### config.mk
export PLATFORM = sky130hd
export DESIGN_NAME = button_repeat_ctrl
export DESIGN_NICKNAME = d
export VERILOG_FILES = /design/src/rtl/oven_pkg.sv /design/src/rtl/button_debounce.sv /design/src/rtl/button_repeat_ctrl.sv
export SDC_FILE = /design/constraint.sdc
export NUM_CORES = 1
export LEC_CHECK = 0
export BUFFER_PORTS_ARGS = -buffer_cell sky130_fd_sc_hd__buf_2
export CAP_MARGIN = 40
export CORE_ASPECT_RATIO = 0.9
export CORE_MARGIN = 1
export CORE_UTILIZATION = 40
export DETAILED_ROUTE_END_ITERATION = 16
export PLACE_DENSITY = 0.64
export RECOVER_POWER = 100
export SLEW_MARGIN = 20
export SYNTH_ARGS = -nofsm -noshare
export SYNTH_HDL_FRONTEND = slang
export SYNTH_SLANG_ARGS = --single-unit
### constraint.sdc
create_clock -name clk -period 5.6 [get_ports clk]
set_input_delay 0 -clock clk [delete_from_list [all_inputs] [get_ports clk]]
set_output_delay 0 -clock clk [all_outputs]
set_load 0.05 [all_outputs]
### src/rtl/oven_pkg.sv
// Shared types and default timing for the oven heat/timer setter front end.
package oven_pkg;

  localparam int unsigned CLK_HZ = 50000000;

  // Defaults derived from the 50 MHz system clock.
  localparam int unsigned DEBOUNCE_CYCLES_DEF = CLK_HZ / 100;  // 10 ms
  localparam int unsigned HOLD_DELAY_DEF      = CLK_HZ / 2;    // 0.5 s
  localparam int unsigned REPEAT_PERIOD_DEF   = CLK_HZ / 5;    // 0.2 s
  localparam int unsigned CNT_W_DEF           = 31;

  typedef enum logic [2:0] {
    IDLE    = 3'd0,
    HOLD_UP = 3'd1,
    RPT_UP  = 3'd2,
    HOLD_DN = 3'd3,
    RPT_DN  = 3'd4
  } btn_state_t;

endpackage

### src/rtl/button_debounce.sv
// Two-flop synchroniser plus consecutive-sample debounce for one active-low key.
module button_debounce
  import oven_pkg::*;
#(
  parameter int unsigned DEBOUNCE_CYCLES = DEBOUNCE_CYCLES_DEF,
  parameter int unsigned CNT_W           = CNT_W_DEF
) (
  input  logic clk,
  input  logic reset_n,
  input  logic btn_n,
  output logic pressed
);

  logic             sync1_q;
  logic             sync2_q;
  logic             stable_q;
  logic             stable_d;
  logic [CNT_W-1:0] cnt_q;
  logic [CNT_W-1:0] cnt_d;

  // Stable level follows the synchronised level only after an unbroken run.
  always_comb begin
    stable_d = stable_q;
    cnt_d    = cnt_q;
    if (sync2_q == stable_q) begin
      cnt_d = '0;
    end else if (cnt_q == CNT_W'(DEBOUNCE_CYCLES - 1)) begin
      stable_d = sync2_q;
      cnt_d    = '0;
    end else begin
      cnt_d = cnt_q + CNT_W'(1);
    end
  end

  always_ff @(posedge clk) begin
    if (!reset_n) begin
      sync1_q  <= 1'b1;
      sync2_q  <= 1'b1;
      stable_q <= 1'b1;
      cnt_q    <= '0;
    end else begin
      sync1_q  <= btn_n;
      sync2_q  <= sync1_q;
      stable_q <= stable_d;
      cnt_q    <= cnt_d;
    end
  end

  assign pressed = ~stable_q;

endmodule

### src/rtl/button_repeat_ctrl.sv
// Debounced up/down keys to single-cycle inc/dec pulses with hold-to-auto-repeat.
module button_repeat_ctrl
  import oven_pkg::*;
#(
  parameter int unsigned DEBOUNCE_CYCLES = DEBOUNCE_CYCLES_DEF,
  parameter int unsigned HOLD_DELAY      = HOLD_DELAY_DEF,
  parameter int unsigned REPEAT_PERIOD   = REPEAT_PERIOD_DEF,
  parameter int unsigned CNT_W           = CNT_W_DEF
) (
  input  logic clk,
  input  logic reset_n,
  input  logic button1,
  input  logic button2,
  output logic inc_pulse,
  output logic dec_pulse,
  output logic up_pressed,
  output logic down_pressed,
  output logic repeating
);

  btn_state_t       state_q;
  btn_state_t       state_d;
  logic [CNT_W-1:0] tmr_q;
  logic [CNT_W-1:0] tmr_d;
  logic             inc_q;
  logic             inc_d;
  logic             dec_q;
  logic             dec_d;
  logic             rpt_q;
  logic             rpt_d;

  button_debounce #(
    .DEBOUNCE_CYCLES(DEBOUNCE_CYCLES),
    .CNT_W          (CNT_W)
  ) u_deb_up (
    .clk    (clk),
    .reset_n(reset_n),
    .btn_n  (button1),
    .pressed(up_pressed)
  );

  button_debounce #(
    .DEBOUNCE_CYCLES(DEBOUNCE_CYCLES),
    .CNT_W          (CNT_W)
  ) u_deb_dn (
    .clk    (clk),
    .reset_n(reset_n),
    .btn_n  (button2),
    .pressed(down_pressed)
  );

  // Release is checked first so it wins over a coinciding hold/repeat tick.
  always_comb begin
    state_d = state_q;
    tmr_d   = tmr_q;
    inc_d   = 1'b0;
    dec_d   = 1'b0;
    case (state_q)
      IDLE: begin
        tmr_d = '0;
        if (up_pressed) begin
          inc_d   = 1'b1;
          state_d = HOLD_UP;
        end else if (down_pressed) begin
          dec_d   = 1'b1;
          state_d = HOLD_DN;
        end
      end
      HOLD_UP, RPT_UP: begin
        if (!up_pressed) begin
          state_d = IDLE;
          tmr_d   = '0;
        end else if ((state_q == HOLD_UP && tmr_q == CNT_W'(HOLD_DELAY - 1)) ||
                     (state_q == RPT_UP  && tmr_q == CNT_W'(REPEAT_PERIOD - 1))) begin
          inc_d   = 1'b1;
          state_d = RPT_UP;
          tmr_d   = '0;
        end else begin
          tmr_d = tmr_q + CNT_W'(1);
        end
      end
      HOLD_DN, RPT_DN: begin
        if (!down_pressed) begin
          state_d = IDLE;
          tmr_d   = '0;
        end else if ((state_q == HOLD_DN && tmr_q == CNT_W'(HOLD_DELAY - 1)) ||
                     (state_q == RPT_DN  && tmr_q == CNT_W'(REPEAT_PERIOD - 1))) begin
          dec_d   = 1'b1;
          state_d = RPT_DN;
          tmr_d   = '0;
        end else begin
          tmr_d = tmr_q + CNT_W'(1);
        end
      end
      default: begin
        state_d = IDLE;
        tmr_d   = '0;
      end
    endcase
    rpt_d = (state_d == RPT_UP) || (state_d == RPT_DN);
  end

  always_ff @(posedge clk) begin
    if (!reset_n) begin
      state_q <= IDLE;
      tmr_q   <= '0;
      inc_q   <= 1'b0;
      dec_q   <= 1'b0;
      rpt_q   <= 1'b0;
    end else begin
      state_q <= state_d;
      tmr_q   <= tmr_d;
      inc_q   <= inc_d;
      dec_q   <= dec_d;
      rpt_q   <= rpt_d;
    end
  end

  assign inc_pulse = inc_q;
  assign dec_pulse = dec_q;
  assign repeating = rpt_q;

endmodule

; ---- Word level (Yosys, flattened, before mapping)
; Index checks and enable logic that the tools add are counted.
[word_totals]
wordCells = 68
latchBits = 0
rom_bits = 0
mem_bits_rw = 0
input_bits = 4
memories = 0
ff_bits = 105
output_inout_bits = 5
[op_classes]
n_lt_le_gt_ge = 0
shift = 0
n_div = 0
n_mul = 0
muxes = 21
reduce_logical = 14
n_bitwise = 5
add_sub_neg = 3
n_eq_ne = 12
[ops]
columns = cell, count
row1 = 2-to-1 mux 31 bit, 4
row2 = "adder 31 x 1 -> 31 bit, second input constant", 3
row3 = "== test 31 x 19 -> 1 bit, second input constant", 2
row4 = one-hot mux 31 bit (2 select lines), 1
row5 = "== test 31 x 24 -> 1 bit, second input constant", 1
row6 = "== test 31 x 25 -> 1 bit, second input constant", 1
row7 = 2-to-1 mux 3 bit, 6
row8 = "== test 3 x 2 -> 1 bit, second input constant", 3
row9 = one-hot mux 3 bit (3 select lines), 1
row10 = 2-to-1 mux 1 bit, 7
row11 = "== test 3 bit, second input constant", 2
row12 = OR reduction 3 bit, 2
row13 = inverter 1 bit, 5
row14 = logical AND 1 bit, 4
row15 = one-hot mux 1 bit (2 select lines), 2
row16 = AND reduction 2 bit, 2
row17 = OR reduction 2 bit, 2
row18 = "== test 3 x 1 -> 1 bit, second input constant", 1
row19 = logical NOT 3 bit, 1
row20 = logical OR 1 bit, 3
row21 = == test 1 bit, 2

; ---- Depth between registers and ports, before layout
[depth]
depth_word = 8
ltp_mapped = 8
ltp_nobuf = 6

; ---- Modules after synthesis
; From an unflattened synthesis, not the netlist that was laid out.
[hier_totals]
hier_cells = 585
area_unflattened_um2 = 5176.2
[modules_own_cells]
columns = module, area_per_inst_um2, cells_each, instances, seq_area_each_um2
row1 = button_repeat_ctrl, 1954.4, 213, 1, 740.7
row2 = button_debounce at u_deb_dn, 1612.8, 186, 1, 680.7
row3 = button_debounce at u_deb_up, 1609.0, 186, 1, 680.7

; ---- Worst setup path after synthesis
; No wires, ideal clock.
[synth_path]
path_type = register to register
start = register tmr_q[10]
end = register tmr_q[25]
period_less_slack_ps = 2007
required_time_ps = 5478
path_buffers = 1
stages_incl_launch_ff = 7
setup_time_ps = 122
slack_ps = 3593
arrival_time_ps = 1885
path_cell_list = dfxtp_1 or4b_1 nor4_2 nor4b_1 a211oi_4 buf_6 a21oi_1
[synth_between]
elab_chain_cells = 6
word_cells_on_any_way = 14
classes_between = add/sub: 1 / eq/ne: 2 / mux: 5 / reduce/logical: 6
[synth_rtl]
columns = item, line
row1 = "start, declared", button_repeat_ctrl.sv:23  ; logic [CNT_W-1:0] tmr_q;
row2 = "start signal, assigned", button_repeat_ctrl.sv:112  ; tmr_q <= tmr_d;
row3 = branches (longest 5 deep; another with adder 31 x 1 -> 31 bit), n/a
row4 = one-hot mux 31 bit (2 select lines) (*), button_repeat_ctrl.sv:58  ; case (state_q)
; Mark *: on every way between the ends.
; A chain may end at the register's enable or synchronous reset.

; ---- Final worst setup path
[layout_path]
start = register state_q[0]
end = register tmr_q[23]
[layout_between]
elab_chain_cells = 6
word_cells_on_any_way = 17
classes_between = eq/ne: 4 / mux: 5 / reduce/logical: 8
[layout_rtl]
columns = item, line
row1 = "start, declared", button_repeat_ctrl.sv:21  ; btn_state_t state_q;
row2 = "start signal, assigned", button_repeat_ctrl.sv:111  ; state_q <= state_d;
row3 = "== test 3 x 2 -> 1 bit, or another cell as far along", "button_repeat_ctrl.sv:58, button_repeat_ctrl.sv:86"
row4 = logical AND 1 bit (on tied branches), n/a
row5 = logical OR 1 bit (on tied branches), "button_repeat_ctrl.sv:86, button_repeat_ctrl.sv:73"
row6 = 2-to-1 mux 31 bit (on tied branches), "button_repeat_ctrl.sv:86, button_repeat_ctrl.sv:73"
row7 = 2-to-1 mux 31 bit (on tied branches), "button_repeat_ctrl.sv:83, button_repeat_ctrl.sv:70"
row8 = one-hot mux 31 bit (2 select lines) (*), button_repeat_ctrl.sv:58
; Mark *: on every way between the ends. The rest lies on a longest branch, timed or not.

==> metrics.txt <==
layout cells sized above 1=4.49%; post-synthesis mux area share=0.839%; synthesized net count=580; Row Count=38; RR Startpoint=state_q[0]; Root Buffer=clkbuf_16; met2 WL=4700 um; pin count of the biggest net entering global routing=20; drt drc=0; failing checks=max-capacitance violations, max-slew violations; start-to-end type of the worst setup path=reg2reg; # setup viols final=0; critical path endpoint category=flip-flop; arrival time worst endpoint=4.14 ns; Ports=9; IO Port Bufs=8; RSZ-0062 raised after global routing=no; post-synthesis adder-cell area fraction=0.763%; Clock Sinks=105; fraction of registers with async set/reset=0%; dpl ws=2.84 ns; routability cong.=0.771; Max Fclk=0.255 GHz; Post-CTS Hold Buffers=5; vias=3873; Vias/cell=5.24; Initial DRC Count=219; post-CTS sizing=0; R2R setup slack=1.68 ns; Compound-Gate Fraction of Synth Area=2.87%; H-tree depth=3; register bit total from synthesis=105; Die Wd=119 um; Post-CTS Setup Bufs=0; Slew Limit Fails=18; vias in the first global route=3666; Pre-antenna DRT Iters=4; worst reg2reg path endpoint=tmr_q[23]; Cells after DPL=718; commonest cells after routing, fill and taps aside=nor2_1 (112), dfxtp_1 (105), xnor2_1 (61); Final Skew=0.00894 ns; setup ws final=1.68 ns; starting density of the core=40.9%; DRT Wirelength=9770 um; CTS tree=yes; met3 wire len=291 um; critical path fanouts, max=17; post-synthesis xor/xnor area fraction=15.7%; nets@finish=581; CP Launch Point=state_q[0]; Post-Route Setup TNS=0 ns; Final period util=69.9%; gr usage total=16.1%; final non-filler cell total=739; initial antenna violation count=0; post-route ant nets=0; Die H=107 um; maximum VDD drop=152 uV; Syn Inst Count=573; CTS Buf Count=9; Crit path required time=5.83 ns; worst setup path endpoint=tmr_q[23]; Bufs on Longest Clock Path=2; Clock Pin Slew Worst Setup and Hold Paths=0.07 ns; status=finished, violations left; P_leak=1.60 nW; top_reg_cell synth=dfxtp_1; wire per inst=13.2 um; detailed placement HPWL=6880 um; Slew @ Worst Pin=2.05 ns; sequential share of the synthesized area=42.7%; count of different cell masters after synthesis=45; largest family of logic cells by synthesized area=simple AND/OR/NAND/NOR gates; diodes inserted=0; met1 wire length=4660 um; Post-synth EDFFs=0; first-pass GRT wire length=16700 um; synthesized area=4920 um2; max_slew headroom=-37.8%; minimum clock period=3.92 ns; global route overflow=0; DIE AREA=12800 um2; startpoint class of the critical path=flip-flop; cell count of the worst reg-to-reg path=6; YS warnings=0; P&R area growth vs syn=10.4%; maxcap violations=1; Min-Delay Path Class=reg2reg; pwr dens=274 nW/um2; final hold violations=0; insertion delay to the later sink of the worst-skew pair=0.34 ns; commonest non-fill, non-tap cell in the layout=nor2_1; Avg Cell Area, Syn=8.59 um2; Top Metal Used=met4; core area=12000 um2; post-synthesis simple-gate area fraction=33.8%
-- per-stage QoR --
| step | hold WS [ns] | util, % | area [um2] | total power [W] |
|---|---|---|---|---|
| after floorplan | 0.101 | - | 4920 | 0.000773 |
| after global routing | 0.430 | 45.2 | 5440 | 0.00153 |
| after CTS | 0.414 | 45.6 | 5490 | 0.00150 |
| after global placement | 0.186 | 41.9 | 5040 | 0.000775 |
| final | 0.409 | 45.2 | 5440 | 0.00149 |
| after detailed placement | 0.185 | 42.3 | 5080 | 0.000777 |
-- power breakdown --
group,internal (W),switching (W)
sequential,0.000748,0.000000802
combinational,0.00000491,0.00000718
clock,0.000451,0.000276
-- worst min path at each step --
stage                     start                to  depth (start not counted)
5_1_grt        u_deb_dn.sync1_q  u_deb_dn.sync2_q                          1
2_1_floorplan           button2  u_deb_dn.sync1_q                          1
3_5_place_dp            button2  u_deb_dn.sync1_q                          2
3_3_place_gp            button2  u_deb_dn.sync1_q                          2
4_1_cts        u_deb_dn.sync1_q  u_deb_dn.sync2_q                          1
6_report       u_deb_dn.sync1_q  u_deb_dn.sync2_q                          1
-- cells by family (layout without fill, tap and decap cells) --
group	count (synthesis)	in the layout
flops	105	105
fa+ha+maj	3	3
buf+inv	38	44
mux	4	4
simple gates	315	315
xor+xnor	88	88
compound gates	20	20
-- per-layer routing --
layer,track usage [%],vias up
li1,-,1984
met4,4.97,0
met2,27.9,48
met1,19.8,1832
met3,3.72,9
met5,0,-
-- worst max-delay path, cell delays in order (launching register included) --
cell	delay, ns
dfxtp_1	0.58
or4b_1	0.48
nor4_1	0.59
nor4b_1	0.14
a211oi_1	1.63
buf_6	0.31
nor2_1	0.07
-- flip-flops by register name (all words and copies together), names as in the netlist --
name,count
dec_pulse,1
u_deb_dn.stable_q,1
state_q,3
inc_pulse,1
u_deb_up.stable_q,1
tmr_q,31
u_deb_dn.sync1_q,1
u_deb_up.sync1_q,1
repeating,1
u_deb_dn.cnt_q,31
u_deb_up.cnt_q,31
u_deb_dn.sync2_q,1
u_deb_up.sync2_q,1
-- synth_stat cells, drive strengths merged (3+ instances only) --
| cell | count | area, um2 |
|---|---|---|
| nand4 | 22 | 138 |
| or4b | 3 | 30.0 |
| nand4b | 3 | 26.3 |
| nor3 | 20 | 100 |
| nand2 | 35 | 131 |
| nor4 | 34 | 249 |
| mux2i | 3 | 30.0 |
| or4 | 3 | 26.3 |
| xor2 | 27 | 236 |
| or3 | 6 | 37.5 |
| and3 | 10 | 62.6 |
| inv | 12 | 45.0 |
| a21oi | 6 | 30.0 |
| buf | 5 | 41.3 |
| a211oi | 3 | 35.0 |
| and4 | 12 | 105 |
| clkbuf | 21 | 78.8 |
| dfxtp | 105 | 2100 |
| ha | 3 | 37.5 |
| nor4b | 4 | 35.0 |
| xnor2 | 61 | 534 |
| o21ai | 6 | 30.0 |
| nand2b | 6 | 37.5 |
| and2 | 4 | 25.0 |
| nand3 | 33 | 165 |
| nor2 | 112 | 420 |
-- area by class of cell --
type | count | area [um2]
fillers | 1168 | 6590
flip-flops and latches | 105 | 2100
clock inverters | 6 | 113
repair buffers | 16 | 101
clock buffers | 10 | 239
well taps | 160 | 200
inverters | 12 | 45.0
multi-input cells | 430 | 2640
No activity file was read; power rests on OpenSTA's default activity.
